[src/rtl/bellek_pkg.sv]
// Shared definitions for the load/store unit and the memory block:
// RISC-V funct3 access types and the controller state encoding.
package bellek_pkg;

    localparam logic [2:0] TUR_B  = 3'b000;
    localparam logic [2:0] TUR_H  = 3'b001;
    localparam logic [2:0] TUR_W  = 3'b010;
    localparam logic [2:0] TUR_BU = 3'b100;
    localparam logic [2:0] TUR_HU = 3'b101;

    typedef enum logic [1:0] {
        BOSTA = 2'd0,
        OKU   = 2'd1,
        YAZ   = 2'd2,
        YANIT = 2'd3
    } durum_t;

    function automatic logic tur_gecerli(input logic [2:0] tur);
        return (tur == TUR_B) || (tur == TUR_H) || (tur == TUR_W) ||
               (tur == TUR_BU) || (tur == TUR_HU);
    endfunction

endpackage

[src/rtl/bayt_hizalayici.sv]
// Byte/halfword lane handling: extracts and extends load data from a memory
// word, and merges right-aligned store data into the addressed lane.
module bayt_hizalayici
    import bellek_pkg::*;
(
    input  logic [31:0] kelime,
    input  logic [1:0]  adres,
    input  logic [2:0]  tur,
    input  logic [31:0] yaz_veri,
    output logic [31:0] yuk_veri,
    output logic [31:0] birlesik_veri
);

    logic [7:0]  bayt;
    logic [15:0] yarim;

    assign bayt  = kelime[8*adres +: 8];
    assign yarim = adres[1] ? kelime[31:16] : kelime[15:0];

    always_comb begin
        yuk_veri = kelime;
        case (tur)
            TUR_B:   yuk_veri = {{24{bayt[7]}}, bayt};
            TUR_BU:  yuk_veri = {24'd0, bayt};
            TUR_H:   yuk_veri = {{16{yarim[15]}}, yarim};
            TUR_HU:  yuk_veri = {16'd0, yarim};
            default: yuk_veri = kelime;
        endcase
    end

    // Only the addressed lane is replaced; the rest comes from the read word.
    always_comb begin
        birlesik_veri = yaz_veri;
        case (tur)
            TUR_B: begin
                birlesik_veri = kelime;
                birlesik_veri[8*adres +: 8] = yaz_veri[7:0];
            end
            TUR_H: begin
                birlesik_veri = kelime;
                if (adres[1]) birlesik_veri[31:16] = yaz_veri[15:0];
                else          birlesik_veri[15:0]  = yaz_veri[15:0];
            end
            default: birlesik_veri = yaz_veri;
        endcase
    end

endmodule

[src/rtl/bellek_erisim_birimi.sv]
// Load/store initiator: one request at a time, alignment/range checking,
// read-modify-write for sub-word stores, extended load data on the response.
module bellek_erisim_birimi
    import bellek_pkg::*;
#(
    parameter int                  ADRES_BIT       = 32,
    parameter int                  VERI_BIT        = 32,
    parameter logic [ADRES_BIT-1:0] BASLANGIC_ADRES = 32'h8000_0000,
    parameter int                  BELLEK_BOYUT    = 2048
) (
    input  logic                 clk,
    input  logic                 rst_n,
    input  logic                 istek_gecerli,
    output logic                 istek_hazir,
    input  logic [ADRES_BIT-1:0] istek_adres,
    input  logic                 istek_yaz,
    input  logic [2:0]           istek_tur,
    input  logic [VERI_BIT-1:0]  istek_veri,
    output logic                 yanit_gecerli,
    input  logic                 yanit_hazir,
    output logic [VERI_BIT-1:0]  yanit_veri,
    output logic                 yanit_hata,
    output logic [ADRES_BIT-1:0] bellek_adres,
    input  logic [VERI_BIT-1:0]  bellek_oku_veri,
    output logic [VERI_BIT-1:0]  bellek_yaz_veri,
    output logic                 bellek_yaz_gecerli
);

    // One extra bit so BASLANGIC_ADRES+BELLEK_BOYUT cannot wrap to zero.
    localparam logic [ADRES_BIT:0] ALT = {1'b0, BASLANGIC_ADRES};
    localparam logic [ADRES_BIT:0] UST = ALT + (ADRES_BIT+1)'(BELLEK_BOYUT);

    durum_t durum, durum_sonraki;

    logic [1:0]          adres_q;
    logic                yaz_q;
    logic [2:0]          tur_q;
    logic [VERI_BIT-1:0] veri_q;
    logic [VERI_BIT-1:0] yanit_veri_q;
    logic                yanit_hata_q;
    logic [ADRES_BIT-1:0] bellek_adres_q;
    logic [VERI_BIT-1:0] bellek_yaz_veri_q;

    logic [ADRES_BIT:0]  adres_g;
    logic                hizalama_hata, aralik_hata, tur_hata, hata_c, kabul;
    logic [VERI_BIT-1:0] yuk_veri, birlesik_veri;

    assign adres_g       = {1'b0, istek_adres};
    assign aralik_hata   = (adres_g < ALT) || (adres_g >= UST);
    assign hizalama_hata = (((istek_tur == TUR_H) || (istek_tur == TUR_HU)) && istek_adres[0]) ||
                           ((istek_tur == TUR_W) && (istek_adres[1:0] != 2'b00));
    assign tur_hata      = !tur_gecerli(istek_tur) ||
                           (istek_yaz && ((istek_tur == TUR_BU) || (istek_tur == TUR_HU)));
    assign hata_c        = hizalama_hata || aralik_hata || tur_hata;
    assign kabul         = istek_gecerli && istek_hazir;

    bayt_hizalayici u_hizalayici (
        .kelime        (bellek_oku_veri),
        .adres         (adres_q),
        .tur           (tur_q),
        .yaz_veri      (veri_q),
        .yuk_veri      (yuk_veri),
        .birlesik_veri (birlesik_veri)
    );

    always_ff @(posedge clk or negedge rst_n) begin
        if (!rst_n) durum <= BOSTA;
        else        durum <= durum_sonraki;
    end

    always_comb begin
        durum_sonraki = durum;
        case (durum)
            BOSTA: if (kabul) begin
                if (hata_c)                                 durum_sonraki = YANIT;
                else if (istek_yaz && (istek_tur == TUR_W)) durum_sonraki = YAZ;
                else                                        durum_sonraki = OKU;
            end
            OKU:     durum_sonraki = yaz_q ? YAZ : YANIT;
            YAZ:     durum_sonraki = YANIT;
            YANIT:   if (yanit_hazir) durum_sonraki = BOSTA;
            default: durum_sonraki = BOSTA;
        endcase
    end

    always_ff @(posedge clk or negedge rst_n) begin
        if (!rst_n) begin
            adres_q           <= '0;
            yaz_q             <= 1'b0;
            tur_q             <= '0;
            veri_q            <= '0;
            yanit_veri_q      <= '0;
            yanit_hata_q      <= 1'b0;
            bellek_adres_q    <= '0;
            bellek_yaz_veri_q <= '0;
        end else begin
            case (durum)
                BOSTA: if (kabul) begin
                    adres_q      <= istek_adres[1:0];
                    yaz_q        <= istek_yaz;
                    tur_q        <= istek_tur;
                    veri_q       <= istek_veri;
                    yanit_veri_q <= '0;
                    yanit_hata_q <= hata_c;
                    // Memory-side outputs move only for accesses that go to memory.
                    if (!hata_c)
                        bellek_adres_q <= {istek_adres[ADRES_BIT-1:2], 2'b00};
                    if (!hata_c && istek_yaz && (istek_tur == TUR_W))
                        bellek_yaz_veri_q <= istek_veri;
                end
                OKU: begin
                    if (yaz_q) bellek_yaz_veri_q <= birlesik_veri;
                    else       yanit_veri_q      <= yuk_veri;
                end
                default: ;
            endcase
        end
    end

    assign istek_hazir        = (durum == BOSTA);
    assign yanit_gecerli      = (durum == YANIT);
    assign yanit_veri         = yanit_veri_q;
    assign yanit_hata         = yanit_hata_q;
    assign bellek_adres       = bellek_adres_q;
    assign bellek_yaz_veri    = bellek_yaz_veri_q;
    // rst_n gating keeps a write from slipping through on the edge reset lands.
    assign bellek_yaz_gecerli = (durum == YAZ) && rst_n;

endmodule

[config.mk]
export PLATFORM = sky130hd
export DESIGN_NAME = bellek_erisim_birimi
export DESIGN_NICKNAME = d
export VERILOG_FILES = /design/src/rtl/bellek_pkg.sv /design/src/rtl/bayt_hizalayici.sv /design/src/rtl/bellek_erisim_birimi.sv
export SDC_FILE = /design/constraint.sdc
export NUM_CORES = 1
export LEC_CHECK = 0
export ABC_AREA = 0
export CORE_MARGIN = 10
export CORE_UTILIZATION = 44
export DETAILED_ROUTE_END_ITERATION = 10
export PLACE_DENSITY = 0.78
export RECOVER_POWER = 100
export SLEW_MARGIN = 20
export SYNTH_ARGS = -nofsm -noshare
export SYNTH_HDL_FRONTEND = slang
export SYNTH_SLANG_ARGS = --single-unit
[constraint.sdc]
create_clock -name clk -period 2.45 [get_ports clk]
set_input_delay 0.245 -clock clk [delete_from_list [all_inputs] [get_ports clk]]
set_output_delay 0.245 -clock clk [all_outputs]
set_load 0.02 [all_outputs]
**Word level (Yosys, flattened, before mapping)**

Cells that the tools add are included.

- Flip-flop bits (word level): 135
- Input bits: 104
- Memory bits (writable): 0
- Memory bits (read-only): 0
- Bits in latches: 0
- Memories kept: 0
- Output and inout bits: 100

- Add/subtract/negate cells: 1
- Shift operators: 3
- Multiplexer cells: 19
- Div/mod/pow operators: 0
- Equality and inequality tests: 15
- Bitwise gates (word level): 1
- Order comparisons: 2
- Reduce and logical (&&, ||, !) cells: 31
- Multiply operators: 0

Operators by type and width:

| kind | number |
|---|---|
| 32-bit case mux with 2 select lines | 3 |
| 32-bit two-way mux | 5 |
| 32-bit case mux with 4 select lines | 1 |
| 16-bit two-way mux | 3 |
| 5-bit negator with 34-bit output | 1 |
| 8-bit by 34-bit variable shift with 32-bit output (first input constant) | 1 |
| 8-bit by 34-bit variable part select with 32-bit output | 1 |
| 32-bit bitwise mux | 1 |
| 32-bit greater-or-equal comparator (second input constant) | 1 |
| 32-bit < comparator (second input constant) | 1 |
| 32-bit by 6-bit variable part select with 8-bit output | 1 |
| 3-bit equality test (second input constant) | 4 |
| 1-bit logical OR | 11 |
| 1-bit logical AND | 8 |
| 2-bit two-way mux | 4 |
| 2-bit case mux with 4 select lines | 1 |
| 3-bit by 1-bit equality test with 1-bit output (second input constant) | 2 |
| 3-bit logical NOT | 2 |
| 2-bit by 1-bit != test with 1-bit output (second input constant) | 3 |
| 3-bit AND reduction | 2 |
| 2-bit equality test (second input constant) | 2 |
| 2-bit != test (second input constant) | 2 |
| 2-bit AND reduction | 2 |
| 4-bit AND reduction | 1 |
| other kinds (7) | 9 |

**Logic depth before layout (Yosys ltp)**

Gate-level depths: netlist (run 1).

- Depth after elaboration: 14
- Mapped depth: 10
- Gate-level depth less buffers: 7

**Cells and area by module**

Synthesis (run 1) repeated with hierarchy kept, for this count alone.

- Cell total of the unflattened synthesis: 620
- Area, all modules: 7,131.8 µm²

Modules (own cells, without submodules):

| module | seq. area each (µm²) | instances | cells an instance | area an instance (µm²) |
|---|---|---|---|---|
| bellek_erisim_birimi | 3,378.2 | 1 | 369 | 5,540.3 |
| bayt_hizalayici | 0.0 | 1 | 251 | 1,591.5 |

**Worst setup path after synthesis (run 1)**

OpenSTA, ideal clock, no wires.

- Kind: register to register
- From: register adres_q[1]
- To: register bellek_yaz_veri_q[23], in the netlist bellek_yaz_veri[23]
- Required time: 2,325 ps
- Setup slack: 128 ps
- Buffers on the path: 2
- Clock period less this slack: 2,322 ps
- Arrival: 2,197 ps
- Cell stages (with the launch flop): 10
- Path through: dfrtp_1 buf_6 buf_2 inv_1 ha_1 nor2b_1 a41o_2 a221oi_1 o22ai_1 mux2_4

- Cells in the longest elaborated chain, start to end: 6
- Elaborated cells between the ends (all ways): 8
- Those cells by class: add/sub: 1; shift: 2; mux: 5

Ends and longest elaborated chain:

| what | line | text |
|---|---|---|
| from (decl) | bellek_erisim_birimi.sv:35 | `logic [1:0] adres_q;` |
| from (signal assigned) | bellek_erisim_birimi.sv:99 | `adres_q <= istek_adres[1:0];` |
| 5-bit negator with 34-bit output | bayt_hizalayici.sv:37 | `birlesik_veri[8*adres +: 8] = yaz_veri[7:0];` |
| 8-bit by 34-bit variable part select with 32-bit output / 8-bit by 34-bit variable shift with 32-bit output (equally long branches) | bayt_hizalayici.sv:37 |  |
| 32-bit bitwise mux | bayt_hizalayici.sv:37 |  |
| 32-bit case mux with 2 select lines * | bayt_hizalayici.sv:34 | `case (tur)` |
| 32-bit two-way mux * | bellek_erisim_birimi.sv:112 | `if (yaz_q) bellek_yaz_veri_q <= birlesik_veri;` |
| 32-bit case mux with 2 select lines * | bellek_erisim_birimi.sv:97 | `case (durum)` |
| to (signal assigned) | bellek_erisim_birimi.sv:109 | `bellek_yaz_veri_q <= istek_veri;` |
| to (signal assigned) | bellek_erisim_birimi.sv:112 |  |
| to (decl) | bellek_erisim_birimi.sv:42 | `logic [VERI_BIT-1:0] bellek_yaz_veri_q;` |

Mark *: on every way between the ends. The rest lies on a longest branch, timed or not. The select of a mux whose other input is x is not followed.
A chain may end at the register's enable or synchronous reset.

**Worst setup path after layout (run 1)**

- From: register durum[0]
- To: output istek_hazir

- Cells in the longest elaborated chain, start to end: 1

Ends and longest elaborated chain:

| what | line | text |
|---|---|---|
| from (decl) | bellek_erisim_birimi.sv:33 | `durum_t durum, durum_sonraki;` |
| from (signal assigned) | bellek_erisim_birimi.sv:68 | `else durum <= durum_sonraki;` |
| 2-bit logical NOT | bellek_erisim_birimi.sv:120 | `assign istek_hazir = (durum == BOSTA);` |
| to (decl) | bellek_erisim_birimi.sv:14 | `output logic istek_hazir,` |

Every way passes these cells.

==> impl_metrics.json, run 1 <==
{
  "clock.fmax_mhz": 441,
  "ir_drop_mv": 0.644,
  "grt_max_degree": 71,
  "hold_path.class": "input port to flip-flop",
  "synthArstFlopShare_pct": 100,
  "min_period_over_period_pct": 92.5,
  "grt_pass1_vias": 6333,
  "gp_congestion": 0.898,
  "syn_area_per_cell_sq_um": 10.9,
  "syn_area_sq_um": 7100,
  "path_max_fanout": 10,
  "cts_hold_buf": 0,
  "post_cts_buffers": 0,
  "vias": 5973,
  "track_usage_pct": 20.9,
  "finalPower_mw": 12.0,
  "r2r_slack_ns": 0.23,
  "holdPathStages": 2,
  "clk_pin_slew_ns": 0.06,
  "slowest_delay_ns": 0.75,
  "dieArea_sq_um": 21600,
  "cts_tree": "built",
  "first_pass_iters": 5,
  "die_y_um": 147,
  "whs_ns": 0.422,
  "yosysWarnings": 0,
  "clkSinkCount": 135,
  "ys_ff_latch": 135,
  "skew_ns": 0.00743,
  "grt_pass1_wl_um": 35800,
  "grt.overflow.total": 0,
  "cp-end-kind": "output port",
  "totalWireLength_um": 22800,
  "p_leak_nw": 4.54,
  "drive_above_1_share_pct": 13.8,
  "relSlewSlack_pct": -14.2,
  "rr_worst_depth": 6,
  "wl_per_cell_um": 21.2,
  "finalInstanceArea_sq_um": 9870,
  "synth.largest_area_cell": "dfrtp_1",
  "ys_seq_area_share_pct": 47.6,
  "timing.rr.end": "bellek_adres[8]",
  "cts_root_buf": "clkbuf_16",
  "rows": 46,
  "cp_data_required_time_ns": 2.20,
  "maxCapViolCount": 2,
  "ys_types": 53,
  "worstSkewPairLatency_ns": 0.42,
  "yosys_most_used_dff": "dfrtp_1",
  "clock_path_buffers": 2,
  "fin_crit_ns": 2.27,
  "htree_levels": 4,
  "slew_violations": 137,
  "hold_path_end": "bellek_adres[9]",
  "startpoint_type": "flip-flop",
  "critical_path.top_delay_family": "buffers and inverters",
  "numCtsBuffers": 17,
  "synthTopCellsByArea": "dfrtp_1 48%, mux2_2 6.7%, nand2_1 3.5%",
  "synth_most_common_cell": "dfrtp_1",
  "violations": "capacitance limit, slew limit",
  "die_w_um": 147,
  "worst_slew_pin_slew_ns": 1.71,
  "tns_ns": 0,
  "hpwlAfterDp_um": 17000,
  "antenna_found_initial": 0,
  "status": "complete, but fails checks",
  "pin_count": 204,
  "ant_nets": 0,
  "nNetsFinal": 957,
  "yosysTopAreaCellShare_pct": 47.6,
  "arrival_ns": 2.02,
  "setup_viol": 0,
  "post_dp_cell_area_sq_um": 9340,
  "path_buf_inv": 2,
  "syn_inst": 648,
  "r2r_start": "durum[0]",
  "syn2layout_area_growth_pct": 39.2,
  "core_area_sq_um": 15800,
  "critPathSlowestCell": "dlygate4sd3_1",
  "remaining_drc_errors": 0,
  "powerDensity_nw_per_um2": 1210,
  "dp_cells": 1041,
  "critical_path_class": "flip-flop to output port",
  "synth_edf_count": 0,
  "min_from": "istek_adres[9]",
  "path_cells": "inv_1 > ha_1 > dlygate4sd3_1",
  "finalNonFillerCells": 1074,
  "hold_viol": 0,
  "start_util_pct": 44.8,
  "cts_resized": 0,
  "rsz0062_at_grt": "false",
  "netlist_top_cells_count": "135 x dfrtp_1, 67 x nand2_1, 42 x mux2_2",
  "via_per_inst": 5.56,
  "numPortBuffers": 201,
  "detail_route.iter0.violations": 549
}
-- flip-flops by register name, summed over array words and instances (netlist names) --
register / cells
adres_q: 2
bellek_adres: 30
bellek_yaz_veri: 32
durum: 2
tur_q: 3
veri_q: 32
yanit_hata: 1
yanit_veri: 32
yaz_q: 1
-- cell usage in the layout (no fill, tap or decap), types with 4 or more instances in the layout --
master	n
buf_4	16
a41oi_1	7
a31oi_1	10
o21ai_0	25
clkbuf_16	17
ha_1	8
a221oi_1	18
inv_1	25
mux2_2	42
mux2i_1	19
o31ai_1	4
o2111ai_1	8
a211o_1	10
nand2b_1	19
dlygate4sd3_1	98
mux2_1	30
a21oi_1	21
clkdlybuf4s50_1	102
dfrtp_1	135
o21ai_1	6
nand2_1	67
nor2b_1	28
o22ai_1	7
nor2_1	37
mux4_2	8
a22oi_1	8
a22o_1	17
-- per-stage QoR --
step | worst slack (ns) | util [%]
6_report | 0.184 | 62.4
2_1_floorplan | 0.128 | -
4_1_cts | 0.192 | 62.9
5_1_grt | 0.00822 | 62.4
3_5_place_dp | 0.0684 | 59.0
3_3_place_gp | 0.148 | 59.0
-- layout make-up --
cell class | count | area (sq um)
timing repair buffer | 224 | 2200
sequential | 135 | 3380
tap | 216 | 270
antenna | 1 | 2.50
fill | 1271 | 5950
multi-input combinational | 440 | 3310
inverter | 26 | 97.6
clock buffer | 21 | 470
clock inverter | 11 | 145
-- power breakdown --
| part | total (mW) | internal, mW | switching [mW] |
|---|---|---|---|
| sequential | 3.65 | 3.05 | 0.596 |
| combinational | 5.66 | 2.54 | 3.12 |
| clock | 2.66 | 1.68 | 0.977 |
| total | 12.0 | 7.27 | 4.69 |
-- worst max-delay path by stage --
| stage | startpoint | endpoint | slack [ns] | cells past startpoint |
|---|---|---|---|---|
| final | durum[0] | istek_hazir | 0.18 | 3 |
| after global routing | adres_q[1] | bellek_yaz_veri[30] | 0.008 | 8 |
| after CTS | adres_q[1] | bellek_yaz_veri[29] | 0.19 | 8 |
| after detailed placement | istek_adres[12] | bellek_yaz_veri[21] | 0.07 | 7 |
| after global placement | istek_adres[29] | bellek_yaz_veri[16] | 0.15 | 7 |
| after floorplan | adres_q[1] | bellek_yaz_veri[23] | 0.13 | 9 |
-- metal layers --
metal	routed length, um	share of wire (%)	up-vias	global-route usage [%]
met3	2380	10	43	8.81
met2	10700	47	271	33.5
met5	0	0	-	0
met4	666	2.9	0	7.63
met1	9040	40	2925	24.7
li1	-	-	2734	-
-- cells by family after synthesis --
kind of cell | share of synthesized area (%)
adders and majority gates | 1.59
muxes | 17.6
and+or+nand+nor | 12.2
DFF | 47.6
AOI/OAI and AO/OA | 15.9
buffers and inverters | 5.06
other | 0.0528
-- worst reg2reg max path: stages (launching register included) --
cell	delay, ns
dfrtp_1	0.41
inv_1	0.09
ha_1	0.35
nand2_1	0.14
nor4_1	0.51
buf_12	0.25
mux2_1	0.35
No activity file was read; power rests on OpenSTA's default activity.
==> run 2: changes to the inputs <==
--- a/config.mk
+++ b/config.mk
@@ -15,3 +15,4 @@
 export SYNTH_ARGS = -nofsm -noshare
 export SYNTH_HDL_FRONTEND = slang
 export SYNTH_SLANG_ARGS = --single-unit
+export TNS_END_PERCENT = 100
==> results of run 2 <==
No change in the layout: final DEF, timing and power equal those of run 1.
